$ cat src/rtl/cover_toggle_pkg.sv
// Shared types and default constants for the toggle-coverage collector.
package cover_toggle_pkg;

   typedef enum logic {
      IDLE  = 1'b0,
      OFFER = 1'b1
   } state_e;

   localparam int DEF_IDX_W       = 64;
   localparam int DEF_COVER_TOTAL = 8065;

endpackage

$ cat src/rtl/cover_prio_enc.sv
// Lowest-set-bit priority encoder: returns the index of the least significant
// set bit of req and whether any bit is set.
module cover_prio_enc #(
   parameter int WIDTH = 4,
   parameter int SEL_W = (WIDTH > 1) ? $clog2(WIDTH) : 1
) (
   input  logic [WIDTH-1:0] req,
   output logic [SEL_W-1:0] idx,
   output logic             any
);

   // Scan from the top down so the lowest set bit is the last one written.
   always_comb begin
      idx = '0;
      any = 1'b0;
      for (int i = WIDTH - 1; i >= 0; i--) begin
         if (req[i]) begin
            idx = SEL_W'(i);
            any = 1'b1;
         end
      end
   end

endmodule

$ cat src/rtl/cover_toggle_collector.sv
// Sticky toggle-coverage collector that streams each newly hit point as a
// global cover index. Optional re-report input `flush` under COVER_TOGGLE_FLUSH_EN.
//
// state | meaning
// IDLE  | nothing offered; out_valid low
// OFFER | out_index holds COVER_INDEX + sel; waiting for out_ready
module cover_toggle_collector
   import cover_toggle_pkg::*;
#(
   parameter  int WIDTH       = 4,
   parameter  int COVER_INDEX = 0,
   parameter  int COVER_TOTAL = DEF_COVER_TOTAL,
   parameter  int IDX_W       = DEF_IDX_W,
   localparam int CNT_W       = $clog2(WIDTH + 1),
   localparam int SEL_W       = (WIDTH > 1) ? $clog2(WIDTH) : 1
) (
   input  logic             clock,
   input  logic             reset,
   input  logic [WIDTH-1:0] valid,
   input  logic             clear,
`ifdef COVER_TOGGLE_FLUSH_EN
   input  logic             flush,
`endif
   output logic             out_valid,
   input  logic             out_ready,
   output logic [IDX_W-1:0] out_index,
   output logic [WIDTH-1:0] hit_map,
   output logic [CNT_W-1:0] hit_count,
   output logic             all_hit
);

   generate
      if (COVER_INDEX + WIDTH > COVER_TOTAL) begin : g_bad_cfg
         $error("cover_toggle_collector: COVER_INDEX+WIDTH exceeds COVER_TOTAL");
      end
   endgenerate

   state_e            state_q, state_d;
   logic [WIDTH-1:0]  hit_map_q, hit_map_d;
   logic [WIDTH-1:0]  pending_q, pending_d;
   logic [CNT_W-1:0]  hit_count_q, hit_count_d;
   logic [SEL_W-1:0]  sel_q, sel_d;
   logic [IDX_W-1:0]  out_index_q, out_index_d;

   logic              accept;
   logic [WIDTH-1:0]  acc_mask;
   logic [WIDTH-1:0]  new_hits;
   logic [WIDTH-1:0]  flush_bits;
   logic [WIDTH-1:0]  pending_nx;
   logic [CNT_W-1:0]  new_cnt;
   logic [SEL_W-1:0]  nxt_sel;
   logic              nxt_any;

   assign accept   = (state_q == OFFER) && out_ready;
   assign acc_mask = accept ? (WIDTH'(1) << sel_q) : '0;
   assign new_hits = valid & ~hit_map_q;

`ifdef COVER_TOGGLE_FLUSH_EN
   assign flush_bits = flush ? hit_map_q : '0;
`else
   assign flush_bits = '0;
`endif

   // Pending set as it will be after this edge (ignoring clear); the next
   // offer is chosen from it so a fresh hit can be offered the following cycle.
   assign pending_nx = (pending_q & ~acc_mask) | new_hits | flush_bits;

   always_comb begin
      new_cnt = '0;
      for (int i = 0; i < WIDTH; i++) begin
         new_cnt = new_cnt + CNT_W'(new_hits[i]);
      end
   end

   cover_prio_enc #(
      .WIDTH (WIDTH),
      .SEL_W (SEL_W)
   ) u_prio_enc (
      .req (pending_nx),
      .idx (nxt_sel),
      .any (nxt_any)
   );

   always_comb begin
      state_d     = state_q;
      hit_map_d   = hit_map_q;
      pending_d   = pending_q;
      hit_count_d = hit_count_q;
      sel_d       = sel_q;
      out_index_d = out_index_q;

      if (clear) begin
         state_d     = IDLE;
         hit_map_d   = '0;
         pending_d   = '0;
         hit_count_d = '0;
      end else begin
         hit_map_d   = hit_map_q | valid;
         hit_count_d = hit_count_q + new_cnt;
         pending_d   = pending_nx;

         // A stalled offer is never replaced; only IDLE or an accept reloads sel.
         case (state_q)
            IDLE: begin
               if (nxt_any) begin
                  state_d     = OFFER;
                  sel_d       = nxt_sel;
                  out_index_d = IDX_W'(COVER_INDEX) + IDX_W'(nxt_sel);
               end
            end
            OFFER: begin
               if (accept) begin
                  if (nxt_any) begin
                     sel_d       = nxt_sel;
                     out_index_d = IDX_W'(COVER_INDEX) + IDX_W'(nxt_sel);
                  end else begin
                     state_d = IDLE;
                  end
               end
            end
            default: state_d = IDLE;
         endcase
      end
   end

   always_ff @(posedge clock or negedge reset) begin
      if (!reset) begin
         state_q     <= IDLE;
         hit_map_q   <= '0;
         pending_q   <= '0;
         hit_count_q <= '0;
         sel_q       <= '0;
         out_index_q <= '0;
      end else begin
         state_q     <= state_d;
         hit_map_q   <= hit_map_d;
         pending_q   <= pending_d;
         hit_count_q <= hit_count_d;
         sel_q       <= sel_d;
         out_index_q <= out_index_d;
      end
   end

   assign out_valid = (state_q == OFFER);
   assign out_index = out_index_q;
   assign hit_map   = hit_map_q;
   assign hit_count = hit_count_q;
   assign all_hit   = (hit_count_q == CNT_W'(WIDTH));

endmodule

$ cat config.mk
export PLATFORM = sky130hd
export DESIGN_NAME = cover_toggle_collector
export DESIGN_NICKNAME = d
export VERILOG_FILES = /design/src/rtl/cover_toggle_pkg.sv /design/src/rtl/cover_prio_enc.sv /design/src/rtl/cover_toggle_collector.sv
export SDC_FILE = /design/constraint.sdc
export NUM_CORES = 1
export LEC_CHECK = 0
export ABC_AREA = 1
export CORE_UTILIZATION = 36
export CTS_CLUSTER_SIZE = 24
export DETAILED_ROUTE_END_ITERATION = 8
export PLACE_DENSITY = 0.87
export SLEW_MARGIN = 5
export SYNTH_ARGS = -nofsm -noshare
export SYNTH_HDL_FRONTEND = slang
export SYNTH_SLANG_ARGS = --single-unit
$ cat constraint.sdc
create_clock -name clock -period 2.7 [get_ports clock]
set_input_delay 0.405 -clock clock [delete_from_list [all_inputs] [get_ports clock]]
set_output_delay 0.405 -clock clock [all_outputs]
set_load 0.05 [all_outputs]
==> results of run 1 <==
-- layout make-up --
cell class	instances	area (um2)
well taps	44	55.1
flip-flops and latches	14	350
fillers	330	1890
clock buffers	3	22.5
repair buffers	18	180
multi-input cells	119	541
inverters	17	63.8
-- cells by family (layout without fill, tap and decap cells) --
family | count (synthesis) | in the layout
AOI/OAI and AO/OA | 10 | 10
other | 1 | 62
buffers and inverters | 80 | 38
DFF | 14 | 14
adders and majority gates | 3 | 3
and+or+nand+nor | 44 | 44
-- state kept, by name, summed over array words and instances (netlist names) --
signal and count:
pending_q 4, hit_count 3, hit_map 4, sel_q 2, out_valid 1
-- worst max-delay path by stage --
stage          startpoint            to  slack (ps)  depth (start not counted)
5_1_grt          valid[2]  hit_count[2]         180                         10
2_1_floorplan  hit_map[0]  hit_count[1]         310                         10
4_1_cts          valid[2]  hit_count[2]         320                         10
3_3_place_gp     valid[2]  hit_count[2]          80                         10
3_5_place_dp     valid[2]  hit_count[2]          30                         10
6_report         valid[2]  hit_count[2]         340                         10
-- metal layers --
metal  vias to the layer above  GRT usage
met2                        48      0.169
li1                        367          -
met3                         6     0.0349
met5                         -          0
met1                       345      0.126
met4                         0     0.0797
-- report_power, final --
group          internal (mW)  switching, mW
registers              0.242         0.0346
logic                  0.106          0.390
clock network         0.0516         0.0614
total                  0.399          0.486
-- critical path: stages --
cell,delay (ps)
clkdlybuf4s50_1,480
inv_1,40
nor2_1,240
fa_1,460
inv_1,80
fa_1,170
inv_1,50
fa_1,360
o21ai_0,170
a21oi_1,50
-- cell usage after synthesis (2+ instances only) --
library cell | number | area share
o21ai_1 | 2 | 0.0084
a21oi_1 | 6 | 0.025
nand2_1 | 19 | 0.060
fa_1 | 3 | 0.050
dfrtp_1 | 14 | 0.29
nand2_2 | 4 | 0.021
nor2_4 | 2 | 0.019
inv_1 | 17 | 0.053
buf_4 | 62 | 0.39
nor2_1 | 18 | 0.057
-- through the flow --
stage / setup slack (ps) / area (um2) / hold WS (ps) / utilization / total power [mW]
after detailed placement: 33.7 / 1190 / 477 / 0.383 / 0.776
after floorplan: 310 / 1420 / 109 / - / 0.739
final: 336 / 1210 / 493 / 0.391 / 0.885
after CTS: 320 / 1210 / 500 / 0.391 / 0.893
after global routing: 177 / 1210 / 539 / 0.391 / 0.946
after global placement: 77.4 / 1190 / 485 / 0.383 / 0.766
==> impl_summary.log, run 1 <==
[metrics] Final Net Count: ~180
[metrics] share of flip-flops with an asynchronous set or reset: 1.00
[metrics] slack of the worst reg-to-reg path: between 500 and 600 ps
[metrics] Critical R2R Capture: hit_count[1]
[metrics] type of the worst min-delay path: flop to flop
[metrics] main combinational cell family by area after synthesis: buffers and inverters
[metrics] ports placed on the boundary: 81
[metrics] leakage power total: approximately 0.68 nW
[metrics] post-route insts no fill: between 200 and 250
[metrics] Post-Synthesis Cells: 152
[metrics] Routability Congestion: about 0.75
[metrics] count of hold-fix buffers inserted at cts: 0
[metrics] reg-to-reg critical path startpoint: hit_map[0]
[metrics] Via Count: 766
[metrics] fraction of synthesized area in multiplexers: 0
[metrics] clock tree from TritonCTS: built
[metrics] Post-CTS Resized: 0
[metrics] Detail Route met2 WL: 877 um
[metrics] number of max-slew violations in the final report: 0
[metrics] required time of the worst setup path: 2860 ps
[metrics] clock sink total: 14
[metrics] run status: complete, no violations
[metrics] wire length of the first global-routing pass: 2760 um
[metrics] flip-flop and latch count after synthesis: 14
[metrics] number of enable flip-flop cells after synthesis: 0
[metrics] count of input and output buffers: 18
[metrics] clock input transition at the sequential cells of the worst setup and hold paths: 80 ps
[metrics] number of CTS-inserted buffers: 3
[metrics] antenna cell count: 0
[metrics] post-synth cell types: 15
[metrics] worst skew pair latency: around 270 ps
[metrics] simple-gate share of the synthesized area: 0.162
[metrics] Syn. warnings: 0
[metrics] antenna-violating nets left: 0
[metrics] total core area: 3100 um2
[metrics] Die X-Extent: about 60 um
[metrics] GR Overflow Total: 0
[metrics] number of H-tree levels: 1
[metrics] worst setup path class: input pin to flop
[metrics] maximum resistive drop on vdd: 584 uV
[metrics] relative max-transition margin: 0.585
[metrics] buffer count from post-CTS setup fixing: 0
[metrics] initial antenna violation count: 0
[metrics] wire length per cell: 8.13 um
[metrics] CTS root buf: clkbuf_4
[metrics] endpoint class of the critical path: flop
[metrics] final count of negative-setup-slack endpoints: 0
[metrics] skew final: around 2.3 ps
[metrics] DP Cell Count: 212
[metrics] ratio of routed vias to standard cells: 3.56
[metrics] aggregate global-route resource usage: 0.109
[metrics] post-detailed-route DRC marker count: 0
[metrics] total negative slack for setup checks: 0 ps
[metrics] pwr/cell area: 730 nW/um2
[metrics] hold path startpoint: hit_count[2]
[metrics] die height: 59.6 um
[metrics] Synth Area in XOR/XNOR: 0
[metrics] share of synthesized cell area in full adder, half adder and majority cells: 0.0503
[metrics] Peak Freq: between 0.4 and 0.5 GHz
[metrics] highest net fanout along the worst path: 3
[metrics] arrival time of data at the critical path endpoint: between 2000 and 3000 ps
[metrics] total detailed-routing wirelength: 1750 um
[metrics] top flip-flop cell by instance count after synthesis: dfrtp_1
[metrics] Met3 Routed Length: 151 um
[metrics] complex-gate fraction of the synthesized area: 0.0450
[metrics] Mapped Area: 1190 um2
[metrics] synthesized area per cell: 7.86 um2
[metrics] unrepaired setup endpoints after global routing: no
[metrics] fraction of final layout cells with drive strength greater than 1: 0.0585
[metrics] via count of the first global-routing pass: 625
[metrics] number of DRC markers in iteration 0: 8
[metrics] share of the clock period used by the worst path: 0.876
[metrics] Syn-to-layout area delta: 1.47%
[metrics] commonest non-fill, non-tap cell in the layout: conb_1
[metrics] worst hold endpoint: hit_count[2]
[metrics] Longest Clk Path Bufs: 2
[metrics] sequential fraction of the synthesis area: 0.293
[metrics] Total Die Area: 3550 um2
[metrics] floorplan row count: 20
[metrics] Hold Path Cell Cnt: 1
[metrics] maximum capacitance violations: 0
[metrics] minimum period implied by the final worst setup slack: 2360 ps
[metrics] wl on met1: 672 um
[metrics] Final Hold Fails: 0
[metrics] slew at the pin closest to its max-slew limit: 621 ps
[metrics] hpwl dp: 1440 um
[metrics] Initial Utilization: 0.385
[metrics] kind of start point of the critical path: input pin
[metrics] number of detailed-routing iterations run before antenna repair: 4
[metrics] largest net degree at the start of global routing: 15
[metrics] depth of the worst register-to-register path: 10
[metrics] commonest cells after routing, fill and taps aside: conb_1, nand2_1, nor2_1, clkdlybuf4s50_1, inv_1
[metrics] highest routed layer: met4
(Power assumes the default switching activity.)
==> inputs of run 2 (changes only) <==
Settings changed: CORE_ASPECT_RATIO from default to 0.5.
==> run 2 against run 1 <==
Against the previous run:
- critical path depth unchanged
- register-to-register slack better by 20 ps
- wire length fell by 4.6%
- first-iteration DRC count rose by 100%
- clock skew hardly changed
- global-route usage decreased by 1.2 points
- maximum frequency up 0.59%
- clock power increased by 86%
- non-clock buffer count grew 1
- flip-flop and latch count unchanged
==> impl_summary.log, run 2 (synthesized netlist as in run 1, its figures left out) <==
[metrics] skew final: ~1.9 ps
[metrics] GR Overflow Total: 0
[metrics] Longest Clk Path Bufs: 2
[metrics] internal power summed over all cells: between 0.4 and 0.5 mW
[metrics] fin worst setup slack: 350 ps
[metrics] initial antenna violation count: 0
[metrics] CTS root buf: clkbuf_8
[metrics] Syn-to-layout area delta: 4.40%
[metrics] leakage power total: around 0.70 nW
[metrics] fraction of power spent switching nets: 0.511
[metrics] final count of negative-setup-slack endpoints: 0
[metrics] Via Count: 748
[metrics] run status: complete, no violations
[metrics] highest net fanout along the worst path: 3
[metrics] switching power: 0.501 mW
[metrics] Hold Path Cell Cnt: 1
[metrics] total core area: 3080 um2
[metrics] share of the clock period used by the worst path: 0.871
[metrics] floorplan row count: 14
[metrics] post-detailed-route DRC marker count: 0
[metrics] buffer count from post-CTS setup fixing: 0
[metrics] wire length per cell: 7.82 um
[metrics] number of CTS-inserted buffers: 3
[metrics] Initial Utilization: 0.388
[metrics] fill cell count: approximately 330
[metrics] number of max-slew violations in the final report: 0
[metrics] kind of start point of the critical path: input pin
[metrics] antenna-violating nets left: 0
[metrics] Setup WS pre-CTS: 80.2 ps
[metrics] clock tree from TritonCTS: built
[metrics] worst setup path class: input pin to flop
[metrics] pwr/cell area: 785 nW/um2
[metrics] Final Hold Fails: 0
[metrics] Routability Congestion: 0.795
[metrics] count of input and output buffers: 18
[metrics] maximum resistive drop on vdd: 424 uV
[metrics] aggregate global-route resource usage: 0.0972
[metrics] endpoint class of the critical path: flop
[metrics] clock sink total: 14
[metrics] sequential fraction of design power: 0.280
[metrics] maximum capacitance violations: 0
[metrics] combinational share of power: 0.506
[metrics] Total Die Area: 3570 um2
[metrics] fraction of final layout cells with drive strength greater than 1: 0.0694
[metrics] number of detailed-routing iterations run before antenna repair: 4
[metrics] number of DRC markers in iteration 0: 16
[metrics] relative contribution of the clock network to total power: 0.214
[metrics] wire length of the first global-routing pass: 2710 um
[metrics] ratio of routed vias to standard cells: 3.51
[metrics] type of the worst min-delay path: flop to flop
[metrics] count of hold-fix buffers inserted at cts: 0
[metrics] Peak Freq: 0.425 GHz
[metrics] largest net degree at the start of global routing: 15
[metrics] relative max-transition margin: 0.579
[metrics] number of H-tree levels: 1
[metrics] ports placed on the boundary: 81
[metrics] required time of the worst setup path: 2820 ps
[metrics] total detailed-routing wirelength: between 1500 and 2000 um
[metrics] worst skew pair latency: 250 ps
[metrics] die height: approximately 43 um
[metrics] minimum period implied by the final worst setup slack: 2350 ps
[metrics] total placed instance area: 1190 um2
[metrics] commonest cells after routing, fill and taps aside: conb_1, nand2_1, nor2_1, clkdlybuf4s50_1, inv_1
[metrics] Final Net Count: approximately 190
[metrics] Die X-Extent: 83.5 um
[metrics] total negative slack for setup checks: 0 ps
[metrics] depth of the worst register-to-register path: 10
[metrics] clock input transition at the sequential cells of the worst setup and hold paths: 60 ps
[metrics] antenna cell count: 0
[metrics] via count of the first global-routing pass: 649
[metrics] commonest non-fill, non-tap cell in the layout: conb_1
[metrics] Non-Filler Cell Area, Final: between 1000 and 1500 um2
[metrics] hpwl dp: 1360 um
[metrics] slew at the pin closest to its max-slew limit: 629 ps
[metrics] Post-CTS Resized: 0
[metrics] arrival time of data at the critical path endpoint: 2470 ps
[metrics] unrepaired setup endpoints after global routing: no
## run 2: path summary, 6_finish.rpt
check,startpoint,end,slack [ps]
worst min register to register,hit_count[2],hit_count[2],490
worst max-delay path,valid[0],hit_count[1],350
min in group asynchronous,reset,out_valid,540
max in group asynchronous,reset,pending_q[1],1750
worst max register to register,hit_map[0],hit_count[1],540
worst min-delay path,hit_count[2],hit_count[2],490
## run 2: final cells by class
cell class / count / area, um2 / area share
multi-input cells: 119 / 541 / 0.433
well taps: 40 / 50.0 / 0.0401
clock buffers: 4 / 55.1 / 0.0441
repair buffers: 19 / 188 / 0.150
inverters: 17 / 63.8 / 0.0512
flip-flops and latches: 14 / 350 / 0.281
## run 2: stage by stage
stage	hold WS (ps)	std cells	utilization	total power [mW]
after floorplan	109	213	-	0.739
after global placement	463	209	0.387	0.764
after detailed placement	475	209	0.387	0.775
after CTS	484	213	0.405	0.988
after global routing	518	213	0.405	1.03
final	486	213	0.405	0.979
## run 2: routing by layer
metal	GRT usage	routed length, um	vias to the layer above
li1	-	-	366
met1	0.113	722	341
met2	0.172	827	39
met3	0.0253	96	2
met4	0.0441	20	0
met5	0	0	-
## run 2: power by group through the flow
| stage | logic, mW | clock network [mW] | registers [mW] |
|---|---|---|---|
| after CTS | 0.497 | 0.215 | 0.275 |
| after detailed placement | 0.497 | 0 | 0.278 |
| after global routing | 0.526 | 0.224 | 0.281 |
| after floorplan | 0.367 | 0 | 0.372 |
| after global placement | 0.486 | 0 | 0.278 |
| final | 0.495 | 0.210 | 0.274 |
## run 2: worst max-delay path, stage by stage
cell and delay (ps):
clkdlybuf4s50_1 420, nand2_1 120, inv_1 60, fa_1 480
inv_1 50, fa_1 350, inv_1 70, fa_1 400
inv_1 70, nor2_1 40
==> inputs of run 3 (changes only) <==
Settings changed: HOLD_SLACK_MARGIN from default to 0.05, SLEW_MARGIN 5 to 20.
==> results of run 3 <==
No change in the layout: final DEF, timing and power equal those of run 2.
